$ cat config.mk
export PLATFORM = sky130hd
export DESIGN_NAME = sm_step_driver
export DESIGN_NICKNAME = d
export VERILOG_FILES = /design/src/rtl/sm_pkg.sv /design/src/rtl/sm_timer.sv /design/src/rtl/sm_step_driver.sv
export SDC_FILE = /design/constraint.sdc
export NUM_CORES = 1
export LEC_CHECK = 0
export BUFFER_PORTS_ARGS = -buffer_cell sky130_fd_sc_hd__buf_2
export CAP_MARGIN = 0
export CORE_MARGIN = 10
export CORE_UTILIZATION = 40
export CTS_CLUSTER_SIZE = 24
export DETAILED_ROUTE_END_ITERATION = 8
export PLACE_DENSITY = 0.6
export SLEW_MARGIN = 20
export SYNTH_ARGS = -nofsm -noshare
export SYNTH_HDL_FRONTEND = slang
export SYNTH_SLANG_ARGS = --single-unit
$ cat constraint.sdc
create_clock -name clk -period 8.6 [get_ports clk]
set_input_delay 0.86 -clock clk [delete_from_list [all_inputs] [get_ports clk]]
set_output_delay 0.86 -clock clk [all_outputs]
set_load 0.02 [all_outputs]
$ cat src/rtl/sm_pkg.sv
// Shared types and constants for the stepper-motor step driver.
`timescale 1ns/1ps
package sm_pkg;

  typedef enum logic [1:0] {
    ST_IDLE      = 2'd0,
    ST_DIR_SETUP = 2'd1,
    ST_STEP_HIGH = 2'd2,
    ST_STEP_LOW  = 2'd3
  } sm_state_e;

  localparam int SM_W_POS = 32;
  localparam int SM_TMR_W = 16;

endpackage

$ cat src/rtl/sm_timer.sv
// Loadable down-counter; done_o is high whenever the count has reached zero.
`timescale 1ns/1ps
module sm_timer
  import sm_pkg::*;
(
  input  logic                clk,
  input  logic                rst,
  input  logic                load_i,
  input  logic [SM_TMR_W-1:0] load_val_i,
  output logic                done_o
);

  logic [SM_TMR_W-1:0] count_q, count_d;

  always_comb begin
    count_d = count_q;
    if (load_i) begin
      count_d = load_val_i;
    end else if (count_q != '0) begin
      count_d = count_q - 1'b1;
    end
  end

  always_ff @(posedge clk) begin
    if (rst) begin
      count_q <= '0;
    end else begin
      count_q <= count_d;
    end
  end

  assign done_o = (count_q == '0);

endmodule

$ cat src/rtl/sm_step_driver.sv
// Step/dir driver: shapes one-cycle step requests into timed pulses with
// direction setup, a one-deep request buffer and soft position limits.
`timescale 1ns/1ps
module sm_step_driver
  import sm_pkg::*;
#(
  parameter int T_HIGH      = 4,
  parameter int T_LOW       = 4,
  parameter int T_DIR_SETUP = 10,
  parameter int POS_MIN     = -100000,
  parameter int POS_MAX     = 100000,
  parameter int W_POS       = SM_W_POS
)(
  input  logic                    clk,
  input  logic                    rst,
  input  logic                    drv_step,
  input  logic                    drv_dir,
  input  logic                    drv_enable_SM,
  output logic                    step_out,
  output logic                    dir_out,
  output logic                    ena_n,
  output logic signed [W_POS-1:0] position,
  output logic                    busy,
  output logic                    overrun,
  output logic                    limit_hit
);

  localparam logic signed [W_POS-1:0] POS_MIN_C = W_POS'(POS_MIN);
  localparam logic signed [W_POS-1:0] POS_MAX_C = W_POS'(POS_MAX);
  localparam logic signed [W_POS-1:0] POS_ONE   = {{(W_POS-1){1'b0}}, 1'b1};

  sm_state_e               state_q, state_d;
  logic                    dir_q, dir_d;
  logic                    step_q;
  logic                    ena_n_q, ena_n_d;
  logic                    pend_v_q, pend_v_d;
  logic                    pend_dir_q, pend_dir_d;
  logic                    ovr_q, ovr_d;
  logic                    lim_q, lim_d;
  logic signed [W_POS-1:0] pos_q, pos_d;

  logic                    req;
  logic                    serve_pt;
  logic                    serve_en;
  logic                    serve_dir;
  logic                    direct;
  logic                    consumed;
  logic                    tmr_load;
  logic                    tmr_done;
  logic [SM_TMR_W-1:0]     tmr_val;

  function automatic logic in_limits(input logic signed [W_POS-1:0] pos, input logic dir);
    if (dir) return pos < POS_MAX_C;
    return pos > POS_MIN_C;
  endfunction

  assign req      = drv_step & drv_enable_SM;
  // Decision point: idle, or the last STEP_LOW cycle (back-to-back pulses skip IDLE)
  assign serve_pt = (state_q == ST_IDLE) || ((state_q == ST_STEP_LOW) && tmr_done);

  always_comb begin
    state_d    = state_q;
    dir_d      = dir_q;
    pos_d      = pos_q;
    pend_v_d   = pend_v_q;
    pend_dir_d = pend_dir_q;
    ovr_d      = ovr_q;
    lim_d      = 1'b0;
    serve_en   = 1'b0;
    serve_dir  = dir_q;
    direct     = 1'b0;
    consumed   = 1'b0;

    case (state_q)
      ST_DIR_SETUP: begin
        if (!drv_enable_SM) state_d = ST_IDLE;
        else if (tmr_done)  state_d = ST_STEP_HIGH;
      end
      ST_STEP_HIGH: begin
        if (tmr_done) begin
          state_d = ST_STEP_LOW;
          pos_d   = dir_q ? (pos_q + POS_ONE) : (pos_q - POS_ONE);
        end
      end
      default: ;
    endcase

    if (serve_pt) begin
      if (!drv_enable_SM) begin
        state_d = ST_IDLE;
      end else if (pend_v_q) begin
        serve_en  = 1'b1;
        serve_dir = pend_dir_q;
        consumed  = 1'b1;
      end else if (req) begin
        serve_en  = 1'b1;
        serve_dir = drv_dir;
        direct    = 1'b1;
      end else begin
        state_d = ST_IDLE;
      end
    end

    if (serve_en) begin
      if (!in_limits(pos_q, serve_dir)) begin
        lim_d   = 1'b1;
        state_d = ST_IDLE;
      end else if (serve_dir == dir_q) begin
        state_d = ST_STEP_HIGH;
      end else begin
        dir_d   = serve_dir;
        state_d = ST_DIR_SETUP;
      end
    end

    if (consumed) pend_v_d = 1'b0;

    // A request not served directly goes to the slot, which may have just been freed
    if (req && !direct) begin
      if (pend_v_q && !consumed) begin
        ovr_d = 1'b1;
      end else if (!in_limits(pos_q, drv_dir)) begin
        lim_d = 1'b1;
      end else begin
        pend_v_d   = 1'b1;
        pend_dir_d = drv_dir;
      end
    end

    if (!drv_enable_SM) begin
      pend_v_d = 1'b0;
      ovr_d    = 1'b0;
    end

    ena_n_d = drv_enable_SM ? 1'b0 : ((state_d == ST_IDLE) ? 1'b1 : ena_n_q);
  end

  always_comb begin
    tmr_load = (state_d != state_q);
    case (state_d)
      ST_DIR_SETUP: tmr_val = SM_TMR_W'(T_DIR_SETUP - 1);
      ST_STEP_HIGH: tmr_val = SM_TMR_W'(T_HIGH - 1);
      ST_STEP_LOW:  tmr_val = SM_TMR_W'(T_LOW - 1);
      default:      tmr_val = '0;
    endcase
  end

  sm_timer u_timer (
    .clk        (clk),
    .rst        (rst),
    .load_i     (tmr_load),
    .load_val_i (tmr_val),
    .done_o     (tmr_done)
  );

  always_ff @(posedge clk) begin
    if (rst) begin
      state_q    <= ST_IDLE;
      dir_q      <= 1'b1;
      step_q     <= 1'b0;
      ena_n_q    <= 1'b1;
      pend_v_q   <= 1'b0;
      pend_dir_q <= 1'b0;
      ovr_q      <= 1'b0;
      lim_q      <= 1'b0;
      pos_q      <= '0;
    end else begin
      state_q    <= state_d;
      dir_q      <= dir_d;
      step_q     <= (state_d == ST_STEP_HIGH);
      ena_n_q    <= ena_n_d;
      pend_v_q   <= pend_v_d;
      pend_dir_q <= pend_dir_d;
      ovr_q      <= ovr_d;
      lim_q      <= lim_d;
      pos_q      <= pos_d;
    end
  end

  assign step_out  = step_q;
  assign dir_out   = dir_q;
  assign ena_n     = ena_n_q;
  assign position  = pos_q;
  assign busy      = (state_q != ST_IDLE);
  assign overrun   = ovr_q;
  assign limit_hit = lim_q;

endmodule

=== Word level (Yosys, flattened, before mapping) ===
Cells that the tools add are included.

* Bits in registers: 57
* Latch bits: 0
* RAM bits: 0
* Bits in read-only memories: 0
* Output and inout port bits: 38
* Word-level logic and storage cells: 98
* Memories: 0

* $add $sub $neg: 3
* Multipliers: 0
* Div/mod/pow operators: 0
* Order comparisons: 2
* Equal/unequal tests: 8
* Shift operators: 0
* Muxes and demuxes: 52
* Bitwise gates (word level): 4
* Reductions and logical operators: 19

{| class="wikitable"
|+ Operators with widths
! cell !! number
|-
| 1-bit 2-to-1 mux || 37
|-
| 32-bit by 2-bit adder with 32-bit output, second input constant || 1
|-
| 32-bit by 18-bit > comparator with 1-bit output, second input constant || 1
|-
| 32-bit by 18-bit < comparator with 1-bit output, second input constant || 1
|-
| 16-bit 2-to-1 mux || 2
|-
| 32-bit 2-to-1 mux || 1
|-
| 32-bit by 2-bit subtractor with 32-bit output, second input constant || 1
|-
| 2-bit 2-to-1 mux || 10
|-
| 16-bit zero test || 1
|-
| 16-bit nonzero test || 1
|-
| 16-bit by 1-bit subtractor with 16-bit output, second input constant || 1
|-
| 2-bit == test, second input constant || 4
|-
| 4-bit case mux with 2 select lines || 1
|-
| 3-bit AND reduction || 2
|-
| 2-bit nonzero test || 3
|-
| 2-bit by 1-bit == test with 1-bit output, second input constant || 2
|-
| 2-bit zero test || 2
|-
| 2-bit case mux with 2 select lines || 1
|-
| 2-bit AND reduction || 2
|-
| 2-bit OR reduction || 2
|-
| 1-bit logical AND || 3
|-
| 1-bit inverter || 3
|-
| 1-bit zero test || 2
|-
| 2-bit != test || 1
|-
| other kinds (3) || 3
|}

=== Logic depth before layout (Yosys ltp) ===
Gate-level depths: netlist (run 1).

* Depth in word-level cells: 15
* Depth in mapped cells: 13

=== Modules after synthesis ===
A second synthesis (run 1) with hierarchy kept.

* Cell total of the unflattened synthesis: 574
* Area, all modules: 4418.0 um2

{| class="wikitable"
|+ Modules (own cells, without submodules)
! module !! times used !! cells an instance !! area an instance (um2)
|-
| sm_step_driver || 1 || 458 || 3453.3
|-
| sm_timer || 1 || 116 || 964.7
|}

=== Worst setup path before layout (run 1) ===
No wires, ideal clock.

* Kind: flip-flop to flip-flop
* From: register dir_q (netlist: dir_out)
* To: register pos_q[28] (netlist: position[28])
* Setup time: 0.062 ns
* Data arrival time: 3.474 ns
* Slack: 5.063 ns
* Cell stages (with the launch flop): 13
* Buffers on the path: 1
* Clock period less this slack: 3.537 ns
* Path through: dfxtp_1 -> clkbuf_1 -> inv_1 -> ha_1 -> nand2_1 -> or3_1 -> a2111o_1 -> a21oi_1 -> o2111ai_1 -> a31oi_1 -> a31oi_1 -> or4_1 -> nand3_1

* Word-level cells in the longest chain between the ends: 1

{| class="wikitable"
|+ RTL lines
! item !! line !! source
|-
| start: declaration || sm_step_driver.sv:33 || <nowiki>logic dir_q, dir_d;</nowiki>
|-
| start signal: assignment || sm_step_driver.sv:169 || <nowiki>dir_q <= dir_d;</nowiki>
|-
| 32-bit 2-to-1 mux || sm_step_driver.sv:82 || <nowiki>pos_d = dir_q ? (pos_q + POS_ONE) : (pos_q - POS_ONE);</nowiki>
|-
| end signal: assignment || sm_step_driver.sv:176 || <nowiki>pos_q <= pos_d;</nowiki>
|-
| end: declaration || sm_step_driver.sv:40 || <nowiki>logic signed [W_POS-1:0] pos_q, pos_d;</nowiki>
|}

Every way passes these cells.
A chain may end at the register's enable or synchronous reset.

=== Worst setup path after layout (run 1) ===
Same ends and word-level chain as after synthesis.

==> flow_summary.toml, run 1 <==
[run_status]
outcome = "completed"

[global_route]
antenna_found_initial = 0
grt_pass1_wl_mm = 19.7
grt_overflow = 0
grt_max_degree = 41
grt_pass1_vias = 4029
grtUsageTotal_pct = 15.6

[synthesis]
yosys.area.top_type = "dfxtp_1"
synth_seq_cells = 57
avgSynthCellArea_sq_um = 7.70
synth_nets = 604
synth_cells = 562
synth-edff-count = 0
yosysWarnings = 0
ys_seq_area_share_pct = 26.4
async_flop_share_pct = 0
synth.most_common_cell = "nand2_1"
synth_top_area_share_pct = 26.4
netlist_top_cells_area = "dfxtp_1 (26%), ha_1 (10%), nand2_1 (7.6%)"
yosys-top-cells-count = "nand2_1 (88), a21oi_1 (57), dfxtp_1 (57), nor2_1 (46), ha_1 (36)"
synthesis.area_sq_um = 4330
synth_ff_type = "dfxtp_1"
yosysUniqueCellTypes = 69

[pwr]
power_mw = 0.905
p_leak_nw = 2.17
ir_drop_mv = 0.0938
powerDensity_nw_per_um2 = 186

[layout]
drive_gt1_share_pct = 12.0
design_area_sq_um = 4850
layout-area-overhead-vs-synth_pct = 12.1
fin_util_pct = 46.6
instances_no_fill = 742
diodes = 0
finish.net_count = 643

[worst_setup_path]
crit_start = "dir_out$_SDFFE_PP1P_"
critPathLaunchType = "flip-flop"
rr_startpoint = "dir_out$_SDFFE_PP1P_"
worstPathRequired_ps = 8900
critPathKind = "flip-flop to flip-flop"
crit_path_end_kind = "flip-flop"
cp_max_fo = 19
arrival_ps = 4050

[timing]
setup_viol = 0
fin_crit_ps = 3750
skew_ps = 8.01
max_freq_mhz = 267
grt_setup_unrepaired = "false"
hold_slack_ps = 477
hold_viol_final = 0
slew_violations = 0
max-slew-margin-rel_pct = 48.0
fin_setup_tns_ps = 0
worst_pin_slew_ps = 780
worst_slack_ps = 4850
fin_crit_sh_pct = 43.6

[worst_hold_path]
hp-start = "overrun$_SDFFE_PP0P_"
hold_class = "flip-flop to flip-flop"

[clocking]
tritoncts = "built"
cts_resized = 0
clkTransAtPathRegs_ps = 80
clkSinkCount = 57
clockRootBuffer = "clkbuf_8"
insertion_delay_ps = 360
cts_hold_buf = 0
htreeDepth = 3
cts_setup_buffers = 0
cts_buffers = 9
cts.path.max_buffers = 2

[routing]
vias = 4247
ant_nets = 0
routed_wl_mm = 11.6
routed_via_density = 5.72
drtIter0Drc = 260
drc = 0
drt-wirelength-per-cell_um = 15.6
firstDrtPassIters = 5

[placed_design]
place_ws_ps = 4940
placed_area_sq_um = 4660
gp_congestion = 0.913
place_hpwl_mm = 8.44
place_inst = 726
port-buffer-count = 42

[floorplan]
design.die.area_sq_um = 15400
start_util_pct = 41.5
fp.dieH_um = 124
io_pins = 43
die_w_um = 124
rows = 37
core_sq_um = 10400

[job]
maxCapViolCount = 0
-- power breakdown --
part	switching [mW]	internal (mW)	total, mW	leakage [nW]
Clock	0.126	0.133	0.259	0.0912
Combinational	0.195	0.129	0.324	1.62
Sequential	0.0297	0.292	0.322	0.462
Total	0.350	0.554	0.905	2.17
-- cells by family after synthesis --
| group | synth area share (%) |
|---|---|
| AND/OR/NAND/NOR | 28.1 |
| AO/OA/AOI/OAI | 24.0 |
| XOR/XNOR | 7.49 |
| adder cells (fa/ha/maj) | 10.9 |
| flip-flops | 26.4 |
| multiplexers | 0.492 |
| buffers and inverters | 2.66 |
-- per-layer routing --
metal	GRT usage, %	vias up	share of wire (%)
met5	0	-	0
met4	7.19	0	2.1
met3	3.26	17	5.7
met2	23.9	96	43
met1	20.6	1987	49
li1	-	2147	-
-- final timing paths --
kind / end / slack, ps / cells past startpoint
setup / recovery: position[28]$_SDFFE_PP0P_ / 4850 / 12
hold / removal: overrun$_SDFFE_PP0P_ / 480 / 2
setup reg to reg: position[28]$_SDFFE_PP0P_ / 4850 / 12
hold reg to reg: overrun$_SDFFE_PP0P_ / 480 / 2
-- sequential cells by signal (all words and copies together) (netlist names) --
name / count
step_out: 1
pend_v_q: 1
limit_hit: 1
pend_dir_q: 1
dir_out: 1
position: 32
state_q: 2
u_timer.count_q: 16
ena_n: 1
overrun: 1
-- final cells by class --
cell class | count | area (sq um)
clock buffers | 9 | 124
clock inverters | 7 | 71.3
fillers | 1067 | 5570
inverters | 11 | 41.3
multi-input cells | 477 | 3070
flip-flops and latches | 57 | 1140
well taps | 136 | 170
repair buffers | 45 | 233
-- worst max-delay path, cell delays in order (launching register included) --
cell and delay, ps:
dfxtp_1 480, inv_1 340, buf_4 340, ha_1 430, nand2_1 130, or3_1 390
a2111o_1 330, a21oi_1 160, o2111ai_1 130, a31oi_1 290, a31oi_1 140, or4_1 410
nand3_1 90
-- cell usage in the layout (no fill, tap or decap), drive strengths merged, types with 9 or more instances in the layout --
master  instances
a211oi         10
a21o           19
a21oi          59
and2           11
buf            45
clkbuf          9
dfxtp          57
ha             36
inv            11
nand2          88
nand3          22
nor2           46
nor3           13
nor4           10
o21ai          21
xnor2          26
xor2           11
(Power assumes the default switching activity.)
==> run 2, diff against run 1 <==
--- a/config.mk
+++ b/config.mk
@@ -11,7 +11,7 @@
 export CORE_UTILIZATION = 40
 export CTS_CLUSTER_SIZE = 24
 export DETAILED_ROUTE_END_ITERATION = 8
-export PLACE_DENSITY = 0.6
+export PLACE_DENSITY = 0.62
 export SLEW_MARGIN = 20
 export SYNTH_ARGS = -nofsm -noshare
 export SYNTH_HDL_FRONTEND = slang
==> constraint.sdc (replaced) <==
create_clock -name clk -period 3.2 [get_ports clk]
set_input_delay 0.32 -clock clk [delete_from_list [all_inputs] [get_ports clk]]
set_output_delay 0.32 -clock clk [all_outputs]
set_load 0.02 [all_outputs]
==> run 2 against run 1 <==
Against the previous run:
- clock-buffer cell count grew 1
- non-clock buffer count grew 34
- power grew to 2.9 times the previous value
- die area is the same
- sequential share of layout area shrank 1.7 points
- core utilization grew 4.0 points
- combinational power grew to 3.3 times the previous value
- critical endpoint unchanged
- worst hold slack lost 180 ps
- largest cell class unchanged
- clock power grew to 2.7 times the previous value
- critical path depth is the same
- sequential power grew to 2.7 times the previous value
- clock skew is essentially flat
==> flow_summary.toml, run 2 (synthesized netlist as in run 1, its figures left out) <==
[worst_setup_path]
worstPathRequired_ps = 3480
cp_max_fo = 17
reg2reg_depth = 12
cp_slowest_cell = "or4_1"
cp_cell_sequence = "clkinvlp_4 -> buf_12 -> ha_1 -> nand2_1 -> or3_1 -> a2111o_1 -> a21oi_2 -> o2111ai_2 -> a31oi_4 -> a31oi_2 -> or4_1 -> nand3_1"
critPathLaunchType = "flip-flop"
arrival_ps = 3360
slowest_delay_ps = 410
crit_path_end_kind = "flip-flop"
critPathKind = "flip-flop to flip-flop"
rr_startpoint = "dir_out$_SDFFE_PP1P_"
r2r-end = "position[28]$_SDFFE_PP0P_"
critPathTopFamily = "compound AO/OA/AOI/OAI gates"
worst-path-buf-inv = 2
r2r_setup_slack_ps = 120

[floorplan]
design.die.area_sq_um = 15400
rows = 37
fp.dieH_um = 124
start_util_pct = 41.5
die_w_um = 124
io_pins = 43
core_sq_um = 10400

[timing]
worst_slack_ps = 124
max-slew-margin-rel_pct = 59.4
fin_crit_ps = 3080
fin_crit_sh_pct = 96.1
worst_pin_slew_ps = 604
max_freq_mhz = 325
slew_violations = 0
hold_viol_final = 0
skew_ps = 7.99
setup_viol = 0

[clocking]
cts.path.max_buffers = 2
cts_buffers = 9
clkTransAtPathRegs_ps = 70
tritoncts = "built"
insertion_delay_ps = 350
clockRootBuffer = "clkbuf_8"
clkSinkCount = 57
htreeDepth = 3
cts_hold_buf = 0

[global_route]
grt_pass1_vias = 4079
grtUsageTotal_pct = 15.8
grt_max_degree = 40
grt_pass1_wl_mm = 19.8
grt_overflow = 0
antenna_found_initial = 0

[pwr]
combPwrFrac_pct = 40.8
p_int_mw = 1.65
powerDensity_nw_per_um2 = 498
ir_drop_mv = 0.258
pwr-share-seq_pct = 32.8
p_leak_nw = 2.35
clockPowerShare_pct = 26.4
p_sw_mw = 0.974
swShare_pct = 37.1

[worst_hold_path]
min_to = "pend_dir_q$_SDFFE_PP0P_"
min_path_cells = 3
hold_class = "input pin to flip-flop"
hp-start = "drv_dir"

[placed_design]
gp_congestion = 0.917
place_hpwl_mm = 9.06
place_ws_ps = 14.5
port-buffer-count = 42

[layout]
layout_common_cells = "nand2_1 (87), a21oi_1 (56), dfxtp_1 (54)"
final_common_cell = "nand2_1"
diodes = 0
fin_util_pct = 50.6
nFillCells = 1016
largest_reg_flops = 32
layout-area-overhead-vs-synth_pct = 21.7
drive_gt1_share_pct = 20.3
finish.net_count = 677

[routing]
firstDrtPassIters = 5
routed_wl_mm = 12.1
drtIter0Drc = 292
drc = 0
ant_nets = 0
drt-wirelength-per-cell_um = 15.6
vias = 4398
routed_via_density = 5.67

[run_status]
outcome = "completed"

[job]
maxCapViolCount = 0
-- run 2: cell types whose count changed in the layout (fill, tap and decap cells not counted), moves of 3 or more --
cell | previous run | this run
inv_1 | 11 | 8
buf_4 | 3 | 36
ha_1 | 36 | 30
ha_4 | 0 | 5
dfxtp_1 | 57 | 54
-- run 2: worst reg2reg max path, cell delays in order (launching register included) --
cell and delay (ps):
dfxtp_4 360, clkinvlp_4 100, buf_12 170, ha_1 300, nand2_1 70, or3_1 400, a2111o_1 380, a21oi_2 190
o2111ai_2 150, a31oi_4 270, a31oi_2 120, or4_1 410, nand3_1 90
-- run 2: power by group through the flow --
stage               Sequential, mW  Clock, mW  Combinational (mW)
global placement             0.867          0                1.01
detailed placement           0.870          0                1.01
floorplan                    0.867          0               0.735
CTS                          0.855      0.714                1.04
finish                       0.861      0.694                1.07
global route                 0.871      0.743                1.18
-- run 2: layout make-up --
class | instances | area, sq um | area share [%]
clock buffer | 10 | 138 | 2.61
inverter | 11 | 45.0 | 0.855
multi-input combinational | 477 | 3210 | 60.9
clock inverter | 6 | 57.6 | 1.09
sequential | 57 | 1150 | 21.8
timing repair buffer | 79 | 500 | 9.50
tap | 136 | 170 | 3.23
-- run 2: layer usage --
metal | GRT usage, % | wire [um]
met1 | 20.4 | 5900
met2 | 25.1 | 5410
met3 | 3.39 | 555
met4 | 6.19 | 209
met5 | 0 | 0
-- run 2: worst max path at each step --
stage,cells past startpoint,slack (ps),to,from
6_report,12,120,position[28]$_SDFFE_PP0P_,dir_out$_SDFFE_PP1P_
3_3_place_gp,11,120,u_timer.count_q[3]$_SDFFE_PP0P_,u_timer.count_q[1]$_SDFFE_PP0P_
3_5_place_dp,11,10,u_timer.count_q[3]$_SDFFE_PP0P_,u_timer.count_q[1]$_SDFFE_PP0P_
2_1_floorplan,12,-310,position[28]$_SDFFE_PP0P_,dir_out$_SDFFE_PP1P_
4_1_cts,13,-0.8,u_timer.count_q[3]$_SDFFE_PP0P_,u_timer.count_q[1]$_SDFFE_PP0P_
5_1_grt,10,-10,u_timer.count_q[3]$_SDFFE_PP0P_,u_timer.count_q[6]$_SDFFE_PP0P_
-- run 2: repair_timing --
item	in CTS	in global routing
setup buffers	1	0
gates resized for setup	3	17
pin swaps	1	4
setup endpoints to repair	1	11
-- run 2: metrics by stage --
step	instance area, sq um	total power, mW	setup TNS [ps]	cells	hold WS, ps
6_report	5270	2.63	0	776	294
5_1_grt	5270	2.80	-17.8	776	317
4_1_cts	5200	2.61	-0.769	776	285
3_5_place_dp	4980	1.88	0	759	467
3_3_place_gp	4980	1.87	0	759	462
2_1_floorplan	4400	1.60	-1050	562	464
